--- src/rtl/spi_mem_bridge.sv ---
`default_nettype none
// +--------------------------------------------------------------------------+
// | spi_mem_bridge: mode-0 SPI slave bridge to a DEPTH-byte config memory   |
// |   with NUM_FLAGS sticky flags. Optional SPI_AUTOINC_EN: burst addr incr. |
// | Revision: 1.0                                                            |
// +--------------------------------------------------------------------------+
module spi_mem_bridge #(
    parameter int DEPTH     = 115,
    parameter int NUM_FLAGS = 3
) (
    input  logic                 clk,
    input  logic                 reset_n,
    input  logic                 sclk,
    input  logic                 mosi,
    input  logic                 ss_n,
    output logic                 miso,
    output logic [DEPTH*8-1:0]   all_data_out,
    output logic [NUM_FLAGS-1:0] flags_out,
    output logic                 byte_valid,
    output logic                 instr_done,
    output logic                 err
);
    localparam int          c_AW    = (DEPTH > 1) ? $clog2(DEPTH) : 1;
    localparam logic [16:0] c_DEPTH = 17'(DEPTH);

    typedef enum logic [2:0] {
        S_IDLE, S_INSTR, S_ADDR_H, S_ADDR_L, S_WRITE, S_READ, S_IGNORE
    } state_t;

    state_t                r_state;
    logic [2:0]            r_sclk_s;
    logic [1:0]            r_mosi_s;
    logic [2:0]            r_ss_s;
    logic [2:0]            r_bit_cnt;
    logic [6:0]            r_shift;
    logic [7:0]            r_rx;
    logic                  r_byte_done;
    logic [15:0]           r_addr;
    logic [7:0]            r_tx;
    logic                  r_is_write;
    logic                  r_did;
    logic [NUM_FLAGS-1:0]  r_flags;
    logic [7:0]            r_mem [DEPTH];

    logic                  w_sclk_rise;
    logic                  w_sclk_fall;
    logic                  w_ss_n;
    logic                  w_ss_fall;
    logic                  w_ss_rise;
    logic [15:0]           w_cur_addr;
    logic [15:0]           w_next_addr;
    logic                  w_in_range;
    logic [7:0]            w_mem_rd;
    logic                  w_flag_ok;
    logic [NUM_FLAGS-1:0]  w_flag_mask;

    assign w_sclk_rise = r_sclk_s[1] & ~r_sclk_s[2];
    assign w_sclk_fall = ~r_sclk_s[1] & r_sclk_s[2];
    assign w_ss_n      = r_ss_s[1];
    assign w_ss_fall   = ~r_ss_s[1] & r_ss_s[2];
    assign w_ss_rise   = r_ss_s[1] & ~r_ss_s[2];

    // The low address byte is still in r_rx when ADDR_L completes.
    assign w_cur_addr  = (r_state == S_ADDR_L) ? {r_addr[15:8], r_rx} : r_addr;
    assign w_in_range  = ({1'b0, w_cur_addr} < c_DEPTH);
    assign w_mem_rd    = w_in_range ? r_mem[w_cur_addr[c_AW-1:0]] : 8'h00;
`ifdef SPI_AUTOINC_EN
    assign w_next_addr = w_cur_addr + 16'd1;
`else
    assign w_next_addr = w_cur_addr;
`endif
    assign w_flag_ok   = ({1'b0, r_rx[3:0]} < 5'(NUM_FLAGS));
    assign w_flag_mask = NUM_FLAGS'(1) << r_rx[3:0];
    assign flags_out   = r_flags;

    // Select synchroniser resets low so a reset in mid-frame never fakes a falling edge.
    always_ff @(posedge clk or negedge reset_n) begin
        if (!reset_n) begin
            r_sclk_s    <= '0;
            r_mosi_s    <= '0;
            r_ss_s      <= '0;
            r_bit_cnt   <= '0;
            r_shift     <= '0;
            r_rx        <= '0;
            r_byte_done <= 1'b0;
        end else begin
            r_sclk_s    <= {r_sclk_s[1:0], sclk};
            r_mosi_s    <= {r_mosi_s[0], mosi};
            r_ss_s      <= {r_ss_s[1:0], ss_n};
            r_byte_done <= 1'b0;
            if (w_ss_n || r_state == S_IDLE) begin
                r_bit_cnt <= '0;
            end else if (w_sclk_rise) begin
                r_bit_cnt <= r_bit_cnt + 3'd1;
                r_shift   <= {r_shift[5:0], r_mosi_s[1]};
                if (r_bit_cnt == 3'd7) begin
                    r_rx        <= {r_shift, r_mosi_s[1]};
                    r_byte_done <= 1'b1;
                end
            end
        end
    end

    always_ff @(posedge clk or negedge reset_n) begin
        if (!reset_n) begin
            r_state    <= S_IDLE;
            r_addr     <= '0;
            r_tx       <= '0;
            r_is_write <= 1'b0;
            r_did      <= 1'b0;
            r_flags    <= '0;
            miso       <= 1'b0;
            byte_valid <= 1'b0;
            instr_done <= 1'b0;
            err        <= 1'b0;
            for (int i = 0; i < DEPTH; i++) r_mem[i] <= '0;
        end else begin
            byte_valid <= 1'b0;
            instr_done <= 1'b0;
            err        <= 1'b0;
            if (w_ss_rise) begin
                r_state    <= S_IDLE;
                instr_done <= r_did;
                r_did      <= 1'b0;
                miso       <= 1'b0;
            end else if (r_state == S_IDLE) begin
                miso <= 1'b0;
                if (w_ss_fall) begin
                    r_state <= S_INSTR;
                    r_did   <= 1'b0;
                end
            end else begin
                if (r_state == S_READ && w_sclk_fall) begin
                    miso <= r_tx[7];
                    r_tx <= {r_tx[6:0], 1'b0};
                end else if (r_state != S_READ) begin
                    miso <= 1'b0;
                end
                if (r_byte_done) begin
                    byte_valid <= 1'b1;
                    case (r_state)
                        S_INSTR: begin
                            if (r_rx == 8'h01 || r_rx == 8'h02) begin
                                r_is_write <= (r_rx == 8'h01);
                                r_state    <= S_ADDR_H;
                            end else if (r_rx[7:4] == 4'h1 && w_flag_ok) begin
                                r_flags <= r_flags | w_flag_mask;
                                r_did   <= 1'b1;
                                r_state <= S_IGNORE;
                            end else if (r_rx[7:4] == 4'h2 && w_flag_ok) begin
                                r_flags <= r_flags & ~w_flag_mask;
                                r_did   <= 1'b1;
                                r_state <= S_IGNORE;
                            end else begin
                                err     <= 1'b1;
                                r_state <= S_IGNORE;
                            end
                        end
                        S_ADDR_H: begin
                            r_addr[15:8] <= r_rx;
                            r_state      <= S_ADDR_L;
                        end
                        S_ADDR_L: begin
                            if (r_is_write) begin
                                r_addr  <= w_cur_addr;
                                r_state <= S_WRITE;
                            end else begin
                                r_tx    <= w_mem_rd;
                                err     <= ~w_in_range;
                                r_addr  <= w_next_addr;
                                r_state <= S_READ;
                            end
                        end
                        S_WRITE: begin
                            if (w_in_range) r_mem[w_cur_addr[c_AW-1:0]] <= r_rx;
                            else            err <= 1'b1;
                            r_addr <= w_next_addr;
                            r_did  <= 1'b1;
                        end
                        S_READ: begin
                            r_tx   <= w_mem_rd;
                            err    <= ~w_in_range;
                            r_addr <= w_next_addr;
                            r_did  <= 1'b1;
                        end
                        default: ;
                    endcase
                end
            end
        end
    end

    always_ff @(posedge clk or negedge reset_n) begin
        if (!reset_n) begin
            all_data_out <= '0;
        end else begin
            for (int i = 0; i < DEPTH; i++) all_data_out[8*i +: 8] <= r_mem[i];
        end
    end
endmodule
`default_nettype wire

--- config.mk ---
export PLATFORM = sky130hd
export DESIGN_NAME = spi_mem_bridge
export DESIGN_NICKNAME = d
export VERILOG_FILES = /design/src/rtl/spi_mem_bridge.sv
export SDC_FILE = /design/constraint.sdc
export NUM_CORES = 2
export LEC_CHECK = 0
export CAP_MARGIN = 20
export CORE_MARGIN = 5
export CORE_UTILIZATION = 50
export CTS_CLUSTER_SIZE = 25
export DETAILED_ROUTE_END_ITERATION = 16
export HOLD_SLACK_MARGIN = 0.06
export PLACE_DENSITY = 0.72
export SYNTH_ARGS = -nofsm -noshare
export SYNTH_HDL_FRONTEND = slang
export SYNTH_SLANG_ARGS = --single-unit
--- constraint.sdc ---
create_clock -name clk -period 8.86 [get_ports clk]
set_clock_uncertainty 0.15 [all_clocks]
set_input_delay 1.772 -clock clk [delete_from_list [all_inputs] [get_ports clk]]
set_output_delay 1.772 -clock clk [all_outputs]
set_load 0.03 [all_outputs]
==> flow_summary.ini <==
[outcome]
outcome = finished clean

[clock_tree]
tritoncts.num_buffers = 186
clk_pin_slew_ns = 0.06
longest_clk_path_bufs = 3
cts_setup_buffers = 0
clock-root-buffer = clkbuf_16
cts_repair_resize_count = 0
cts_tree = done
holdBufCountCts = 0
numClockSinks = 1903
clock_insertion_delay_worst_skew_ns = 0.83
htree_num_levels = 4

[setup_path]
worst-r2r-cell-count = 8
timing.critical_path.from_type = register
crit_type = register to register
endpoint_kind = register
cp_data_required_time_ns = 9.48
critPathArrivalTime_ns = 6.13
worst_path_max_fanout = 90

[logic_synthesis]
synth.yosys.seq_area_share_pct = 71.5
yosysWarnings = 0
synth.net_count = 4195
syn-cell-area_sq_mm = 0.0666
postSynthRegisterBits = 1903
number_of_enable_type_register_cells_in_the_synthesized_netlist = 0
synth_cell_types = 63
syn_avg_cell_area_sq_um = 15.9
synth-async-reset-ratio_pct = 100
syn_inst = 4187
ys.flop_type = dfrtp_1

[sta]
final_min_period_over_clock_period_pct = 62.2
worst_rel_slew_slack_pct = 17.4
tightest_slew_ns = 1.23
timing_max_transition_violations_final = 0
post-route-min-period_ns = 5.51
tns_ns = 0
grt_setup_unrepaired = false
timing.fmax_ghz = 0.182
report.final.setup_viol = 0
final_hold_viol_count = 0

[final_layout]
finish.instance_area_sq_mm = 0.0842
storage_element_area_sq_mm = 0.0477
synthToLayoutAreaGrowth_pct = 26.5
num-fill-cells = 9530
final_util_pct = 63.8
drive_gt1_share_pct = 27.5
multi_input_comb_area_sq_mm = 0.0181
final_net_count = 5133

[power_and_ir_drop]
irDropWorstVdd_v = 0.000179
power.density_mw_per_mm2 = 202
cellLeakagePower_uw = 0.0403

[detailed_routing]
wirelength_um = 242000
route.detailed.wl_per_inst_um = 34.5
vias = 43255
drtIter0Drc = 4591
routed_via_density = 6.15
postRouteAntennaNets = 0
route.detailed.drc = 0
dr.pass1.iters = 6

[global_route]
antenna_violations_before_repair = 15
grt_pass1_wl_um = 341000
grt_start_max_net_pins = 170
first_global_vias = 43830
track_usage_pct = 34.0
gr-total-overflow = 0

[die]
die-area_sq_mm = 0.141
dieWidth_um = 375
num_io_pins = 932
fp-row-count = 133
floorplan.core_area_sq_mm = 0.132
floorplan.initialDensity_pct = 50.4
dieHeight_um = 375

[placed_design]
place_congestion = 0.889
placed_area_sq_mm = 0.0779
detailed_place_hpwl_um = 166000
buffer_ports.inserted = 931

[flow_run]
timing.max_cap.violations = 0

[min_path]
min_path_type = register to register
min_path_cells = 0
report_power, final:
part / total, uW / internal, uW / switching, uW
clock network: 7990 / 4590 / 3400
logic: 267 / 51.5 / 216
registers: 8750 / 8710 / 31.9
kinds of logic (layout without fill, tap and decap cells):
logic type | Yosys count | count (layout) | synth area share [%]
other cells | 0 | 2 | 0
mux | 982 | 982 | 16.6
buf+inv | 258 | 1347 | 1.58
compound gates | 601 | 601 | 6.03
fa+ha+maj | 3 | 3 | 0.0564
simple gates | 438 | 438 | 4.18
flops | 1903 | 1903 | 71.5
xor+xnor | 2 | 2 | 0.0263
state kept, by name, summed over array words and instances, names as in the netlist, named ones only:
register,count
all_data_out,920
byte_valid,1
err,1
instr_done,1
miso,1
r_addr,16
r_bit_cnt,3
r_byte_done,1
r_did,1
r_is_write,1
r_mem,920
r_mosi_s,2
r_rx,8
r_sclk_s,3
r_shift,7
r_ss_s,3
r_state,3
r_tx,8
cell type report:
type                            count  share of cell area [%]
Timing Repair Buffer             1002                    11.9
Antenna cell                        2                 0.00594
Tap cell                         1755                    2.61
Clock inverter                     66                   0.869
Sequential cell                  1903                    56.6
Clock buffer                      273                    6.50
Multi-Input combinational cell   2026                    21.5
Inverter                            6                  0.0267
cell usage in the layout (no fill, tap or decap), types with 41 or more instances in the layout:
cell type and n:
dfrtp_1 1895, clkdlybuf4s50_1 930, mux2_2 921, o22ai_1 361, clkbuf_16 190, nor2_1 78, nor2_4 78, buf_4 56
nand2_1 54, nor4_1 51, a21oi_1 44, o22a_1 44, clkbuf_1 42, clkbuf_8 41
cells in the mapped netlist (all sizes together) (5+ instances only):
cell	instances	area share (%)
a21oi	44	0.33
nor2	194	2.1
mux2	960	16
clkbuf	176	0.99
nand3b	12	0.14
o2111ai	8	0.11
nand3	19	0.14
buf	76	0.55
o41ai	13	0.17
nor4	52	0.49
a22oi	9	0.10
o22ai	361	3.4
nor3b	7	0.079
mux2i	22	0.35
a31oi	7	0.066
nand4	6	0.056
nor3	40	0.32
o21ai	34	0.26
dfrtp	1903	72
o221ai	39	0.51
nand2	65	0.40
or4	8	0.090
inv	6	0.034
a211oi	11	0.12
nand2b	13	0.12
o22a	44	0.58
or3	5	0.047
per-stage QoR:
step                setup WS, ns  power, uW  hold WS [ns]  std cells
floorplan                   5.93       8960         0.181       4187
global placement            3.12       9170         0.188       6684
detailed placement          3.38       9180         0.197       6689
CTS                         3.35      17100         0.211       7028
global route                3.29      17500         0.217       7031
finish                      3.35      17000         0.210       7033
layer usage:
layer,track usage (%),routed length [um],vias up
li1,-,-,17067
met1,46.1,94900,23010
met4,17.2,14600,8
met3,8.24,22100,556
met5,0,57,-
met2,51.7,111000,2614
worst max-delay path, cell delays in order (launching register included):
cell     delay (ns)
dfrtp_4        0.76
buf_4          0.93
mux2_2         0.69
nor2_1         0.42
nand2_1        0.88
o21ai_0        0.38
nor3_1         0.90
nand4_1        0.18
nand2_1        0.12
final timing paths:
| kind | from | endpoint | slack, ns |
|---|---|---|---|
| setup / recovery | r_rx[4]$_DFFE_PN0P_ | r_tx[6]$_DFFE_PN0P_ | 3.35 |
| hold / removal | r_ss_s[0]$_DFF_PN0_ | r_ss_s[1]$_DFF_PN0_ | 0.21 |
| setup reg to reg | r_rx[4]$_DFFE_PN0P_ | r_tx[6]$_DFFE_PN0P_ | 3.35 |
| hold reg to reg | r_ss_s[0]$_DFF_PN0_ | r_ss_s[1]$_DFF_PN0_ | 0.21 |
| max in group asynchronous | reset_n | r_mem[680]$_DFFE_PN0P_ | 5.74 |
| min in group asynchronous | reset_n | all_data_out[669]$_DFF_PN0_ | 0.69 |
Note: power is estimated with default switching activity, not from simulation.
